--- src/rtl/pipeline_hazard_ctrl.sv ---
// Hazard, forwarding and stall/flush controller for the IF/ID/EX/MEM pipeline.
// Hazard outputs are combinational. The multi-cycle sequencer and the perf counters are registered.
module pipeline_hazard_ctrl #(
   parameter int RA_W    = 5,
   parameter int MUL_LAT = 4,
   parameter int FWD_EN  = 1,
   parameter int CNT_W   = 16
) (
   input  logic              clk,
   input  logic              rst,
   input  logic [RA_W-1:0]   d_rs,
   input  logic [RA_W-1:0]   d_rt,
   input  logic              d_use_rs,
   input  logic              d_use_rt,
   input  logic [RA_W-1:0]   x_rd,
   input  logic              x_wen,
   input  logic              x_lw,
   input  logic              x_mul_start,
   input  logic              x_branch_taken,
   input  logic [RA_W-1:0]   m_rd,
   input  logic              m_wen,
   input  logic [RA_W-1:0]   w_rd,
   input  logic              w_wen,
   output logic              pc_stall,
   output logic              fd_stall,
   output logic              dx_bubble,
   output logic              dx_hold,
   output logic              xm_bubble,
   output logic              fd_flush,
   output logic [1:0]        fwd_a,
   output logic [1:0]        fwd_b,
   output logic              ex_busy,
   output logic [CNT_W-1:0]  stall_cnt,
   output logic [CNT_W-1:0]  flush_cnt
);

   localparam int               MC_W    = (MUL_LAT > 2) ? $clog2(MUL_LAT - 1) : 1;
   localparam logic [MC_W-1:0]  MC_INIT = MC_W'(MUL_LAT - 2);
   localparam logic [CNT_W-1:0] CNT_MAX = {CNT_W{1'b1}};

   typedef enum logic [0:0] {
      ST_IDLE = 1'b0,
      ST_BUSY = 1'b1
   } state_t;

   state_t            state_r;
   state_t            state_s;
   logic [MC_W-1:0]   cnt_r;
   logic [MC_W-1:0]   cnt_s;
   logic [CNT_W-1:0]  stall_cnt_r;
   logic [CNT_W-1:0]  flush_cnt_r;
   logic              x_hit_s;
   logic              m_hit_s;
   logic              stall_req_s;
   logic [1:0]        fwd_a_s;
   logic [1:0]        fwd_b_s;

   // A source depends on a producer only if it is read, written, and not register 0.
   function automatic logic reg_hit(input logic [RA_W-1:0] src, input logic use_src,
                                    input logic [RA_W-1:0] dst, input logic wen);
      reg_hit = use_src && wen && (src != {RA_W{1'b0}}) && (src == dst);
   endfunction

   // MEM result is younger than WB, so it wins when both match.
   function automatic logic [1:0] fwd_sel(input logic [RA_W-1:0] src, input logic use_src);
      if (reg_hit(src, use_src, m_rd, m_wen)) begin
         fwd_sel = 2'b01;
      end else if (reg_hit(src, use_src, w_rd, w_wen)) begin
         fwd_sel = 2'b10;
      end else begin
         fwd_sel = 2'b00;
      end
   endfunction

   // Dependence detection against EX and MEM producers, and operand forwarding selects.
   always_comb begin
      x_hit_s = reg_hit(d_rs, d_use_rs, x_rd, x_wen) || reg_hit(d_rt, d_use_rt, x_rd, x_wen);
      m_hit_s = reg_hit(d_rs, d_use_rs, m_rd, m_wen) || reg_hit(d_rt, d_use_rt, m_rd, m_wen);
      if (FWD_EN != 0) begin
         stall_req_s = x_lw && x_hit_s;
         fwd_a_s     = fwd_sel(d_rs, d_use_rs);
         fwd_b_s     = fwd_sel(d_rt, d_use_rt);
      end else begin
         stall_req_s = x_hit_s || m_hit_s;
         fwd_a_s     = 2'b00;
         fwd_b_s     = 2'b00;
      end
   end

   // Multi-cycle sequencer state register.
   always_ff @(posedge clk) begin
      if (rst) begin
         state_r <= ST_IDLE;
         cnt_r   <= {MC_W{1'b0}};
      end else begin
         state_r <= state_s;
         cnt_r   <= cnt_s;
      end
   end

   // Sequencer next state; a taken branch in the start cycle cancels the multiply.
   always_comb begin
      state_s = state_r;
      cnt_s   = cnt_r;
      case (state_r)
         ST_IDLE: begin
            if (x_mul_start && !x_branch_taken) begin
               state_s = ST_BUSY;
               cnt_s   = MC_INIT;
            end else begin
               state_s = ST_IDLE;
               cnt_s   = {MC_W{1'b0}};
            end
         end
         ST_BUSY: begin
            if (cnt_r == {MC_W{1'b0}}) begin
               state_s = ST_IDLE;
               cnt_s   = {MC_W{1'b0}};
            end else begin
               state_s = ST_BUSY;
               cnt_s   = cnt_r - MC_W'(1'b1);
            end
         end
         default: begin
            state_s = ST_IDLE;
            cnt_s   = {MC_W{1'b0}};
         end
      endcase
   end

   // Pipeline control outputs: reset, then busy EX, then flush, then dependence stall.
   always_comb begin
      pc_stall  = 1'b0;
      fd_stall  = 1'b0;
      dx_bubble = 1'b0;
      dx_hold   = 1'b0;
      xm_bubble = 1'b0;
      fd_flush  = 1'b0;
      ex_busy   = 1'b0;
      fwd_a     = fwd_a_s;
      fwd_b     = fwd_b_s;
      if (rst) begin
         dx_bubble = 1'b1;
         fd_flush  = 1'b1;
         fwd_a     = 2'b00;
         fwd_b     = 2'b00;
      end else if (state_r == ST_BUSY) begin
         ex_busy   = 1'b1;
         pc_stall  = 1'b1;
         fd_stall  = 1'b1;
         dx_hold   = 1'b1;
         xm_bubble = 1'b1;
      end else if (x_branch_taken) begin
         fd_flush  = 1'b1;
         dx_bubble = 1'b1;
      end else if (stall_req_s) begin
         pc_stall  = 1'b1;
         fd_stall  = 1'b1;
         dx_bubble = 1'b1;
      end else begin
         pc_stall  = 1'b0;
      end
   end

   // Saturating stall and flush performance counters.
   always_ff @(posedge clk) begin
      if (rst) begin
         stall_cnt_r <= {CNT_W{1'b0}};
         flush_cnt_r <= {CNT_W{1'b0}};
      end else begin
         if (pc_stall && (stall_cnt_r != CNT_MAX)) begin
            stall_cnt_r <= stall_cnt_r + CNT_W'(1'b1);
         end else begin
            stall_cnt_r <= stall_cnt_r;
         end
         if (fd_flush && (flush_cnt_r != CNT_MAX)) begin
            flush_cnt_r <= flush_cnt_r + CNT_W'(1'b1);
         end else begin
            flush_cnt_r <= flush_cnt_r;
         end
      end
   end

   assign stall_cnt = stall_cnt_r;
   assign flush_cnt = flush_cnt_r;

endmodule

--- config.mk ---
export PLATFORM = sky130hd
export DESIGN_NAME = pipeline_hazard_ctrl
export DESIGN_NICKNAME = d
export VERILOG_FILES = /design/src/rtl/pipeline_hazard_ctrl.sv
export SDC_FILE = /design/constraint.sdc
export NUM_CORES = 1
export LEC_CHECK = 0
export BUFFER_PORTS_ARGS = -buffer_cell sky130_fd_sc_hd__buf_2
export CORE_ASPECT_RATIO = 1.5
export CORE_MARGIN = 3
export CORE_UTILIZATION = 25
export DETAILED_ROUTE_END_ITERATION = 8
export GPL_TIMING_DRIVEN = 0
export PLACE_DENSITY = 0.51
export SLEW_MARGIN = 40
export SYNTH_ARGS = -nofsm -noshare
export SYNTH_HDL_FRONTEND = slang
export SYNTH_SLANG_ARGS = --single-unit
--- constraint.sdc ---
create_clock -name clk -period 2.75 [get_ports clk]
set_clock_uncertainty 0.2 [all_clocks]
set_input_delay 0.55 -clock clk [delete_from_list [all_inputs] [get_ports clk]]
set_output_delay 0.55 -clock clk [all_outputs]
set_load 0.005 [all_outputs]
==> impl_results.md, run 1 <==
- Count of mapped cells out of synthesis: 262
- Core utilization of the finished layout: 0.3527
- Power, Total: 1.352 mW
- Total number of clock tree sinks: 35
- Most frequent cells after synthesis: sky130_fd_sc_hd__dfxtp_1 (35), sky130_fd_sc_hd__xor2_1 (24), sky130_fd_sc_hd__a21oi_1 (17)
- Max cap viols: 0
- Overall overflow remaining after global route: 0
- Combinational Power Share: 0.123
- Total vias in the final route: 2338
- Post-route fraction of the period consumed by the critical path: 1.017
- Top-level port count: 78
- Synthesized Nets: 299
- Area of the core region: 8464 sq um
- Post-synthesis share of cell area spent on full adders, half adders and majority gates: 0.01142
- Synthesized-area fraction occupied by ao, oa, aoi and oai cells: 0.1216
- Top Metal Used: met4
- First DRT Iteration DRCs: 80
- Fraction of final layout cells sized beyond drive strength 1: 0.3257
- Routed length per instance: 15.24 um
- CTS Buf Count: 5
- Initial standard-cell utilization of the core: 0.2588
- Top-count cell post-synth: sky130_fd_sc_hd__dfxtp_1
- Worst slew margin: 0.6529
- Setup Total Neg Slack: -0.04693 ns
- Number of flops mapped to enable cells by yosys: 0
- Total setup violations reported at the end of the flow: 1
- Post-place setup slack: -0.4116 ns
- Clock edge transition at the registers on the reported setup and hold paths: 0.06 ns
- TritonCTS clock tree: built
- Number of iterations in the first detailed-routing pass: 4
- Synthesized cell area: 2191 sq um
- Die Footprint: 9946 sq um
- Net Sw Frac: 0.2318
- WS Path Type: input pin to primary output
- Fin. Hold Viols: 0
- Final critical-path required period: 2.797 ns
- Biggest area contributors in the synthesized netlist: sky130_fd_sc_hd__dfxtp_1 (32%), sky130_fd_sc_hd__xor2_1 (9.6%), sky130_fd_sc_hd__xnor2_1 (6.0%)
- Maximum resistive drop on vdd: 0.2759 mV
- Worst Setup Start Kind: input pin
- WP data required: 2.00 ns
- Final slew viol count: 0
- Largest net degree at the start of global routing: 12
- Max H-tree Level: 2
- Nets: 386
- Placer's final routability congestion estimate: 0.8245
- Post-synthesis share of cell area spent on xor and xnor gates: 0.1559
- Residual antenna-violating net count after detailed routing: 0
- Growth of design area from synthesis to finish: 36.26%
- Max Fclk: 0.3575 GHz
- Via count of the first global-routing pass: 2317
- RSZ-0062 raised after global routing: yes
- Average footprint of a synthesized cell: 8.362 sq um
- Number of library cell types mapped by synthesis: 44
- Sequential cell area fraction in the yosys report: 0.3198
- Drt via density: 5.116
- Post-route setup slack: -0.04693 ns
- Sequential Power Share: 0.385
- Buffer type at the clock tree root: sky130_fd_sc_hd__clkbuf_16
- Status: complete, but fails checks
- Number of buffers inserted by port buffering: 77
- Final Instance Area: 2985 sq um
- Cell type with the largest total area after synthesis: sky130_fd_sc_hd__dfxtp_1
- Commonest register cell after synthesis: sky130_fd_sc_hd__dfxtp_1
- Simple-gate share of the synthesized area: 0.3124
- Met3 Wirelength: 420 um
- Die W: 82.44 um
- Internal power consumption: 1.039 mW
- Fraction of post-synthesis cell area in the top cell type by area: 0.3198
- Initial antenna violation count: 0
- Vertical die dimension: 120.7 um
- Largest family of logic cells by synthesized area: simple AND/OR/NAND/NOR gates
- P_sw: 0.3135 mW
- Overall routing resource usage: 0.1429
- Cell Count, Final, Fillers Out: 457
- Leakage power figure: 1.232 nW
- Least-Margin Pin Slew: 0.5206 ns
- Global-route wire length before repair: 11.05 mm
- Site Rows: 41
- Total cell area at the placement stage: 2710 sq um
- Total wirelength of the detailed-routed design: 6.966 mm
- Met2 wirelength from detailed routing: 3.722 mm
- Worst Hold Margin: 0.2468 ns
- Critical path data arrival time: 2.05 ns
- Deepest clock path buffer count: 2
- Maximum fanout count along the critical path: 4
- Power Dens Cells: 452.9 nW/um^2
- Synth warnings: 0
- Placed instance count: 446
- Share of async-settable or async-resettable flops after synthesis: 0
- Post-synthesis sequential element count: 35
- Clock Power Share: 0.492
- DRC violations left: 0
- Sum of routed wire segments on met1: 2.686 mm
- Number of diodes: 0
- Source-to-sink clock delay at the later pin of the worst-skew pair: 0.28 ns
- Post-synthesis mux area share: 0.03427
- Half-perimeter wire length of the detailed placement result: 5.450 mm
- Type of the worst min-delay path: register to register
- Capturing element type of the critical path: primary output
- Violated checks: negative setup slack
power by group through the flow:
stage / clock network (mW) / registers (mW) / logic (mW)
6_report: 0.666 / 0.521 / 0.166
5_1_grt: 0.695 / 0.521 / 0.186
4_1_cts: 0.669 / 0.520 / 0.167
3_5_place_dp: 0 / 0.531 / 0.153
3_3_place_gp: 0 / 0.532 / 0.151
2_1_floorplan: 0 / 0.531 / 0.0783
registers in the layout, indices dropped and copies added, names as in the netlist:
name / cells
state_r: 1
cnt_r: 2
flush_cnt: 16
stall_cnt: 16
final timing paths:
| check | from | to | slack, ns | depth (start not counted) |
|---|---|---|---|---|
| max | d_rt[3] | dx_bubble | -0.05 | 8 |
| min reg2reg | cnt_r[0] | cnt_r[0] | 0.25 | 1 |
| max reg2reg | stall_cnt[0] | stall_cnt[9] | 0.10 | 7 |
| min | cnt_r[0] | cnt_r[0] | 0.25 | 1 |
per-layer routing:
metal	global-route usage	vias up
met5	0	-
met4	0.04054	0
met3	0.04173	10
met2	0.2590	76
met1	0.1555	1116
li1	-	1136
cell type report:
class                           count  area [sq um]
Fill cell                         901          5479
Inverter                            8         30.03
Clock inverter                      2         35.03
Sequential cell                    35         700.7
Tap cell                          107         133.9
Multi-Input combinational cell    207          1438
Timing Repair Buffer               81         444.2
Clock buffer                        6         138.9
Buffer                             11         65.06
worst max-delay path, cell delays in order:
cell	delay, ns
sky130_fd_sc_hd__buf_8	0.09
sky130_fd_sc_hd__or4_4	0.51
sky130_fd_sc_hd__o21a_1	0.21
sky130_fd_sc_hd__and4_4	0.16
sky130_fd_sc_hd__o21ai_4	0.18
sky130_fd_sc_hd__a21o_1	0.14
sky130_fd_sc_hd__nand2_1	0.06
sky130_fd_sc_hd__buf_2	0.15
logic make-up (layout without fill, tap and decap cells):
logic type                 count (synthesis)  in the layout
muxes                                      7              7
DFF                                       35             35
buffers and inverters                     20            108
adders and majority gates                  2              2
and+or+nand+nor                          117            117
AOI/OAI and AO/OA                         42             42
xor gates and xnor gates                  39             39
what timing repair did:
item / CTS / global route
resized for setup: 20 / 6
buffers inserted: 4 / 0
hold endpoints to repair: 0 / 0
endpoints found under the setup margin: 4 / 14
pin swaps: 9 / 1
hold buffers: 0 / 0
cells in the final DEF, fill, tap and decap left out, types with 3 or more instances in the layout:
cell                        Yosys  final
sky130_fd_sc_hd__buf_2          0     73
sky130_fd_sc_hd__dfxtp_1       35     35
sky130_fd_sc_hd__xor2_1        24     24
sky130_fd_sc_hd__nor2_1        16     16
sky130_fd_sc_hd__nand2_1       16     16
sky130_fd_sc_hd__a21oi_1       17     16
sky130_fd_sc_hd__xnor2_1       15     15
sky130_fd_sc_hd__nand3_1       14     14
sky130_fd_sc_hd__nor4_1         9      9
sky130_fd_sc_hd__nor3_1        10      9
sky130_fd_sc_hd__nand4_1        8      8
sky130_fd_sc_hd__or4_1         10      8
sky130_fd_sc_hd__buf_4          4      8
sky130_fd_sc_hd__inv_1          7      7
sky130_fd_sc_hd__and4_1         5      5
sky130_fd_sc_hd__o21ai_0        7      5
sky130_fd_sc_hd__or3_1          5      5
sky130_fd_sc_hd__nor2b_1        5      5
sky130_fd_sc_hd__clkbuf_16      0      5
sky130_fd_sc_hd__clkbuf_2       0      4
sky130_fd_sc_hd__o31ai_1        4      4
sky130_fd_sc_hd__and4_4         3      3
sky130_fd_sc_hd__nor3b_1        3      3
sky130_fd_sc_hd__clkbuf_1       7      3
sky130_fd_sc_hd__and2_1         3      3
sky130_fd_sc_hd__a211oi_1       3      3
sky130_fd_sc_hd__or2_2          3      3
sky130_fd_sc_hd__mux2i_1        3      3
Note: power is estimated with default switching activity, not from simulation.
==> run 2, diff against run 1 <==
--- a/config.mk
+++ b/config.mk
@@ -5,13 +5,14 @@
 export SDC_FILE = /design/constraint.sdc
 export NUM_CORES = 1
 export LEC_CHECK = 0
-export BUFFER_PORTS_ARGS = -buffer_cell sky130_fd_sc_hd__buf_2
+export BUFFER_PORTS_ARGS = -buffer_cell sky130_fd_sc_hd__buf_4
 export CORE_ASPECT_RATIO = 1.5
 export CORE_MARGIN = 3
 export CORE_UTILIZATION = 25
 export DETAILED_ROUTE_END_ITERATION = 8
 export GPL_TIMING_DRIVEN = 0
 export PLACE_DENSITY = 0.51
+export SETUP_SLACK_MARGIN = 0.15
 export SLEW_MARGIN = 40
 export SYNTH_ARGS = -nofsm -noshare
 export SYNTH_HDL_FRONTEND = slang
==> impl_results.md, run 2 (synthesis gave the netlist of run 1 again) <==
- Status: complete, but fails checks
- Violated checks: negative setup slack
- Total setup violations reported at the end of the flow: 3
- Largest net degree at the start of global routing: 11
- Core utilization of the finished layout: 0.3799
- Number of hold buffers added after CTS: 0
- Vertical die dimension: 120.7 um
- Worst Setup Start Kind: input pin
- Maximum resistive drop on vdd: 0.2113 mV
- Drt via density: 5.091
- CTS Buf Count: 5
- Total vias in the final route: 2357
- Initial antenna violation count: 0
- Power, Total: 1.249 mW
- Capturing element type of the critical path: primary output
- RSZ-0062 raised after global routing: yes
- Post-route fraction of the period consumed by the critical path: 1.026
- Clock edge transition at the registers on the reported setup and hold paths: 0.05 ns
- Max Fclk: 0.3543 GHz
- Number of diodes: 0
- Commonest cells after routing, fill and taps aside: sky130_fd_sc_hd__buf_4 (83), sky130_fd_sc_hd__dfxtp_1 (33), sky130_fd_sc_hd__xor2_1 (24), sky130_fd_sc_hd__nor2_1 (16), sky130_fd_sc_hd__a21oi_1 (16)
- Setup Total Neg Slack: -0.1764 ns
- WS Path Type: input pin to primary output
- Source-to-sink clock delay at the later pin of the worst-skew pair: 0.27 ns
- Fin. Hold Viols: 0
- Crit-path slowest cell: sky130_fd_sc_hd__or4_4
- Total number of clock tree sinks: 35
- Met3 layer usage reported by global route: 0.03055
- Site Rows: 41
- Area of the core region: 8464 sq um
- Worst slew margin: 0.5900
- Overall routing resource usage: 0.1513
- First DRT Iteration DRCs: 63
- Number of iterations in the first detailed-routing pass: 4
- Final Instance Area: 3216 sq um
- Leading cell type in the layout, fill and taps excluded: sky130_fd_sc_hd__buf_4
- Busiest layer in global routing: met2
- Nets: 392
- Fill cells: 893
- Post-route setup slack: -0.07213 ns
- Maximum fanout count along the critical path: 3
- Power Dens Cells: 388.4 nW/um^2
- Least-Margin Pin Slew: 0.6150 ns
- Final critical-path required period: 2.822 ns
- Max H-tree Level: 2
- Critical path data arrival time: 2.07 ns
- Half-perimeter wire length of the detailed placement result: 5.486 mm
- Placer's final routability congestion estimate: 0.8113
- Initial standard-cell utilization of the core: 0.2588
- Via count of the first global-routing pass: 2412
- Fraction of final layout cells sized beyond drive strength 1: 0.3539
- TritonCTS clock tree: built
- Global-route wire length before repair: 11.79 mm
- Overall overflow remaining after global route: 0
- WP data required: 2.00 ns
- Met2 track demand over resource in global routing: 0.2666
- Deepest clock path buffer count: 2
- Worst path cell trace: buf_8 > or4_4 > o21a_1 > and4_4 > o21ai_4 > a21o_1 > nand2_2 > buf_6
- Die W: 82.44 um
- DRC violations left: 0
- Residual antenna-violating net count after detailed routing: 0
- Growth of design area from synthesis to finish: 46.77%
- Largest stage delay on the critical path: 0.52 ns
- Total wirelength of the detailed-routed design: 7.118 mm
- Max cap viols: 0
- Die Footprint: 9946 sq um
- Final slew viol count: 0
- Top-level port count: 78
- Total cell area at the placement stage: 2907 sq um
- Routed length per instance: 15.37 um
- Buffer type at the clock tree root: sky130_fd_sc_hd__clkbuf_16
- Leakage power figure: 1.270 nW
- Type of the worst min-delay path: register to register
- Number of buffers inserted by port buffering: 77
- Met1 demand-to-capacity share in global routing: 0.1681
- Worst R2R Setup Slack: 0.22 ns
-- run 2: timing repair --
action                                  in CTS  in global routing
setup buffers                                6                  3
endpoints found under the setup margin      17                 16
gates resized for setup                     21                  8
pin swaps                                   10                  5
gates cloned                                 0                  0
-- run 2: path summary, 6_finish.rpt --
kind	startpoint	to	cells past startpoint
worst min register to register	cnt_r[0]	cnt_r[0]	1
worst max register to register	stall_cnt[0]	stall_cnt[15]	7
worst max-delay path	d_rt[3]	dx_bubble	8
worst min-delay path	cnt_r[0]	cnt_r[0]	1
-- run 2: per-stage QoR --
step                cells  hold WS, ns  worst slack, ns
floorplan             262       0.2134           0.1524
global placement      446       0.2290          -0.3291
detailed placement    446       0.2336          -0.3199
CTS                   460       0.2410         -0.05319
global route          463       0.2609          -0.1182
finish                463       0.2393         -0.07213
-- run 2: final cells by class --
| type | instances | area, sq um | area share |
|---|---|---|---|
| multi-input cells | 207 | 1458 | 0.4533 |
| flip-flops and latches | 35 | 703.2 | 0.2187 |
| repair buffers | 86 | 679.4 | 0.2113 |
| well taps | 107 | 133.9 | 0.04163 |
| clock buffers | 7 | 132.6 | 0.04125 |
| plain buffers | 12 | 73.82 | 0.02296 |
| inverters | 8 | 30.03 | 0.009339 |
| clock inverters | 1 | 5.005 | 0.001556 |
-- run 2: worst max-delay path: cells and delay by family --
kind                   cells  cell delay (ns)
buffers and inverters      2             0.22
AND/OR/NAND/NOR            3             0.76
AO/OA/AOI/OAI              3             0.55
-- run 2: power by group --
group | leakage [nW] | internal (mW) | switching, mW
combinational | 0.919 | 0.0972 | 0.0943
clock | 0.0679 | 0.334 | 0.201
sequential | 0.284 | 0.514 | 0.00764
total | 1.27 | 0.946 | 0.303
-- run 2: metal layers --
metal / part of all wire / wire length, um
met2: 0.52 / 3713
met1: 0.38 / 2683
met5: 0 / 0
met4: 0.045 / 323
met3: 0.056 / 397
